$ cat config.mk
export PLATFORM = sky130hd
export DESIGN_NAME = cgra_cfg_seq
export DESIGN_NICKNAME = d
export VERILOG_FILES = /design/src/rtl/cgra_cfg_seq.sv
export SDC_FILE = /design/constraint.sdc
export NUM_CORES = 1
export LEC_CHECK = 0
export ABC_AREA = 1
export ABC_CLOCK_PERIOD_IN_PS = 2300
export CORE_ASPECT_RATIO = 0.8
export CORE_UTILIZATION = 47
export CTS_CLUSTER_SIZE = 14
export DETAILED_ROUTE_END_ITERATION = 12
export GPL_ROUTABILITY_DRIVEN = 0
export GPL_TIMING_DRIVEN = 0
export PLACE_DENSITY = 0.89
export SYNTH_ARGS = -nofsm -noshare
export SYNTH_HDL_FRONTEND = slang
export SYNTH_SLANG_ARGS = --single-unit
$ cat constraint.sdc
create_clock -name clk -period 2.3 [get_ports clk]
set_input_delay 0.345 -clock clk [delete_from_list [all_inputs] [get_ports clk]]
set_output_delay 0.345 -clock clk [all_outputs]
set_load 0.005 [all_outputs]
$ cat src/rtl/cgra_cfg_seq.sv
// cgra_cfg_seq: streams configuration words from the core's config port into
// the CGRA PE config register bank, PE 0 first, PE NUM_PE-1 last.
//
// Ports:
//   clk, rst_n        clock, asynchronous active-low reset
//   start             single-cycle pulse, begins a load sequence (ignored while busy)
//   abort             level, terminates an active LOAD (ignored in IDLE/COMMIT)
//   cfg_vld/cfg_rdy   valid/ready handshake for cfg_dat
//   cfg_dat  [DW]     incoming config word
//   cfg_lden [NUM_PE] one-hot load enable to the PE config registers
//   cfg_dnxt [DW]     shared data bus to the PE config registers
//   cfg_cnt  [AW+1]   words accepted in the current or last sequence
//   busy              sequence in progress (LOAD or COMMIT)
//   done / err        one-cycle completion / abort-or-timeout pulses
//
// Optional: define CGRA_CFG_TIMEOUT_EN to abort a LOAD that stalls for
// TMO_CYC cycles without a handshake.
module cgra_cfg_seq #(
  parameter int DW      = 32,
  parameter int NUM_PE  = 16,
  parameter int AW      = 4,
  parameter int TMO_CYC = 255
) (
  input  logic              clk,
  input  logic              rst_n,
  input  logic              start,
  input  logic              abort,
  input  logic              cfg_vld,
  output logic              cfg_rdy,
  input  logic [DW-1:0]     cfg_dat,
  output logic [NUM_PE-1:0] cfg_lden,
  output logic [DW-1:0]     cfg_dnxt,
  output logic [AW:0]       cfg_cnt,
  output logic              busy,
  output logic              done,
  output logic              err
);

  typedef enum logic [1:0] {S_IDLE, S_LOAD, S_COMMIT} state_t;

  localparam logic [AW-1:0] LAST_IDX = AW'(NUM_PE - 1);
  localparam logic [AW:0]   CNT_MAX  = (AW+1)'(NUM_PE);

  state_t              state, state_nxt;
  logic [AW-1:0]       idx;
  logic                hs;     // word accepted this cycle
  logic                stop;   // abort path taken at the next edge (LOAD only)
  logic [NUM_PE-1:0]   lden_nxt;

`ifdef CGRA_CFG_TIMEOUT_EN
  logic [15:0] stall_cnt;
  logic        tmo;

  assign tmo  = (state == S_LOAD) && (stall_cnt == 16'(TMO_CYC));
  assign stop = abort | tmo;

  // Cleared while idle so every LOAD entry starts from zero; saturates so a
  // pathological TMO_CYC cannot wrap past the compare.
  always_ff @(posedge clk or negedge rst_n) begin
    if (!rst_n)                   stall_cnt <= '0;
    else if (state != S_LOAD)     stall_cnt <= '0;
    else if (hs)                  stall_cnt <= '0;
    else if (stall_cnt != 16'hFFFF) stall_cnt <= stall_cnt + 16'd1;
  end
`else
  logic unused_tmo;
  assign unused_tmo = ^16'(TMO_CYC);
  assign stop = abort;
`endif

  // State register
  always_ff @(posedge clk or negedge rst_n) begin
    if (!rst_n) state <= S_IDLE;
    else        state <= state_nxt;
  end

  // Next-state logic
  always_comb begin
    state_nxt = state;
    case (state)
      S_IDLE:   if (start) state_nxt = S_LOAD;
      S_LOAD: begin
        if (stop)                        state_nxt = S_IDLE;
        else if (hs && idx == LAST_IDX)  state_nxt = S_COMMIT;
      end
      S_COMMIT: state_nxt = S_IDLE;
      default:  state_nxt = S_IDLE;
    endcase
  end

  // Outputs decoded from state. Ready drops combinationally with stop so an
  // aborted cycle can never also accept a word.
  always_comb begin
    cfg_rdy = (state == S_LOAD) && !stop;
    busy    = (state != S_IDLE);
  end

  assign hs = cfg_vld & cfg_rdy;

  // One-hot decode of the write index; bits only exist for real PEs.
  for (genvar i = 0; i < NUM_PE; i++) begin : g_lden
    localparam logic [AW-1:0] PE_IDX = AW'(i);
    assign lden_nxt[i] = hs && (idx == PE_IDX);
  end

  // Datapath: lden/dnxt are registered so the PE captures one edge later.
  always_ff @(posedge clk or negedge rst_n) begin
    if (!rst_n) begin
      idx      <= '0;
      cfg_cnt  <= '0;
      cfg_lden <= '0;
      cfg_dnxt <= '0;
      done     <= 1'b0;
      err      <= 1'b0;
    end else begin
      cfg_lden <= lden_nxt;
      done     <= (state == S_COMMIT);
      err      <= (state == S_LOAD) && stop;
      if (hs) cfg_dnxt <= cfg_dat;
      if (state == S_IDLE && start) begin
        idx     <= '0;
        cfg_cnt <= '0;
      end else if (hs) begin
        idx <= (idx == LAST_IDX) ? '0 : idx + 1'b1;
        if (cfg_cnt != CNT_MAX) cfg_cnt <= cfg_cnt + 1'b1;
      end
    end
  end

endmodule

==> metrics.md <==
| Metric | Value |
|---|---|
| Worst EP arrival | `1610 ps` |
| Post-synthesis sequential area ratio | `62.28%` |
| Total power | `3.069 mW` |
| Nets | `418` |
| Drt first pass iters | `4` |
| Max_cap viols | `0` |
| Setup_tns | `0 ps` |
| Starting Density | `48.95%` |
| Final Hold Vio Count | `0` |
| Layout cells sized above 1 | `7.105%` |
| Drc violations | `0` |
| FP Rows | `23` |
| HPWL after DPL | `4134 um` |
| Syn. warnings | `0` |
| CTS Buf Count | `9` |
| Setup Fix Bufs, Post-CTS | `0` |
| Die Span Y | `66.59 um` |
| VDD IR-drop max | `0.5148 mV` |
| Distinct cells, synth | `17` |
| Worst-Skew Late Latency | `around 330 ps` |
| # hold bufs at CTS | `0` |
| Root Buffer | `clkbuf_8` |
| Fin. max-slew vios | `0` |
| Mapped Area | `2451 sq um` |
| Max_slew headroom | `59.35%` |
| Commonest non-fill, non-tap cell in the layout | `nand2_1` |
| Total Routing Usage GR | `~23%` |
| Number of port buffers | `93` |
| Vias in the first global route | `approximately 2000` |
| Max H-tree Level | `3` |
| Clock Sinks | `61` |
| Global route overflow | `0` |
| Worst hold path class | `input port to asynchronous set/reset pin` |
| Tightest Pin Transition | `between 600 and 700 ps` |
| 1st-iter DRT viols | `168` |
| Unrepaired setup endpoints after global routing | `no` |
| Post-Syn Area per Cell | `9.078 sq um` |
| Core area | `roughly 5000 sq um` |
| CTS tree | `done` |
| Fillers | `375` |
| Top Ports | `94` |
| Wire per inst | `13.05 um` |
| Outcome | `finished clean` |
| Setup crit start kind | `flip-flop` |
| CTS max path bufs | `2` |
| First-pass GRT wire length | `9059 um` |
| Number of diodes | `0` |
| Fmax | `511.1 MHz` |
| Detail Route Antenna Nets | `0` |
| Yosys reg bits | `61` |
| Most frequent cells in the layout | `125 x nand2_1, 92 x clkdlybuf4s50_1, 61 x dfrtp_1, 24 x nor2_1, 18 x nand3_1` |
| Mapped Nets | `313` |
| Worst-path fanout max | `4` |
| CTS clock-pin slew for the worst setup and hold paths | `70 ps` |
| Antenna violations before repair | `0` |
| Critical path endpoint category | `primary output` |
| Tcrit/Tclk final | `85.07%` |
| Syn Inst Count | `270` |
| Post_cts resized | `0` |
| Crit path time final | `1957 ps` |
| Vias | `around 2100` |
| Critical path class | `flip-flop to primary output` |
| Clock Skew | `9.079 ps` |
| Layout area overhead | `50.94%` |
| Final setup vio count | `0` |
| Power density cells | `829.6 nW/um^2` |
| Chip width | `82.74 um` |
| Largest net degree at the start of global routing | `36` |
| Full die area | `5510 sq um` |
| Via density | `4.803` |
| Final WL | `5767 um` |
| Worst endpoint required time | `1960 ps` |
| Leakage | `1.864 nW` |
-- flip-flops by register name (all words and copies together), names as in the netlist --
signal,flops
cfg_cnt,5
idx,4
cfg_dnxt,32
state,2
done,1
err,1
cfg_lden,16
-- stage by stage --
step | hold slack (ps) | area [sq um] | util [%] | setup slack (ps) | instances
6_report | 24.29 | 3700 | 73.89 | 343.4 | 442
5_1_grt | 44.28 | 3700 | 73.89 | 248.6 | 442
4_1_cts | 23.38 | 3700 | 73.89 | 323.6 | 442
3_5_place_dp | 385.9 | 3475 | 69.39 | 526.2 | 426
3_3_place_gp | 456.3 | 3460 | 69.09 | -948.7 | 425
2_1_floorplan | 49.41 | 2451 | - | 1087 | 270
-- final timing paths --
kind / startpoint / to / slack (ps) / cells after the start
max: state[1] / cfg_rdy / 340 / 4
min reg2reg: cfg_dnxt[14] / cfg_dnxt[14] / 480 / 2
min in group clk: cfg_dnxt[14] / cfg_dnxt[14] / 480 / 2
min: rst_n / cfg_lden[1] / 20 / 1
max reg2reg: cfg_cnt[0] / cfg_cnt[0] / 820 / 9
max in group asynchronous: rst_n / cfg_dnxt[12] / 1670 / 2
-- area by class of cell --
class | count | area, sq um | area share (%)
clock buffers | 12 | 155.1 | 4.193
repair buffers | 94 | 945.9 | 25.57
plain buffers | 9 | 50.05 | 1.353
well taps | 62 | 77.57 | 2.097
inverters | 16 | 60.06 | 1.623
multi-input cells | 184 | 814.5 | 22.02
clock inverters | 4 | 70.07 | 1.894
flip-flops and latches | 61 | 1526 | 41.26
-- metal layers --
layer	GRT usage, %	share of wire [%]	up-vias
met5	0	0	-
met2	36.99	49	78
met3	8.767	7.2	13
met4	8.621	1.5	0
li1	-	-	1036
met1	27.00	43	996
-- where the power goes --
group / switching [mW] / total [mW] / internal (mW)
clock network: 0.390 / 1.06 / 0.666
registers: 0.102 / 1.34 / 1.24
logic: 0.266 / 0.675 / 0.409
-- critical path: stages, from the launching register on --
cell and delay, ps:
dfrtp_1 420, inv_1 130, nand2_1 100, nor2_1 130, clkdlybuf4s50_1 510
-- synthesized netlist by cell type --
cell type / instances / area (sq um)
dfrtp_1: 61 / 1526
inv_2: 2 / 7.510
clkbuf_1: 3 / 11.26
o211ai_1: 1 / 7.510
nand4_1: 2 / 12.51
nand2_1: 125 / 469.2
nand3_1: 18 / 90.09
inv_1: 14 / 52.55
buf_6: 1 / 11.26
o21ai_0: 3 / 15.01
buf_4: 1 / 7.510
nor2_1: 24 / 90.09
nor2_4: 1 / 11.26
buf_2: 4 / 20.02
ha_1: 6 / 75.07
nand3_4: 1 / 17.52
xor2_1: 3 / 26.28
-- cells by family (layout without fill, tap and decap cells) --
group	after synthesis	after routing	synth area share, %
adder cells (fa/ha/maj)	6	6	3.063
AO/OA/AOI/OAI	4	4	0.9188
XOR/XNOR	3	3	1.072
buffers and inverters	25	135	4.492
flip-flops	61	61	62.28
AND/OR/NAND/NOR	171	171	28.18
(Power assumes the default switching activity.)
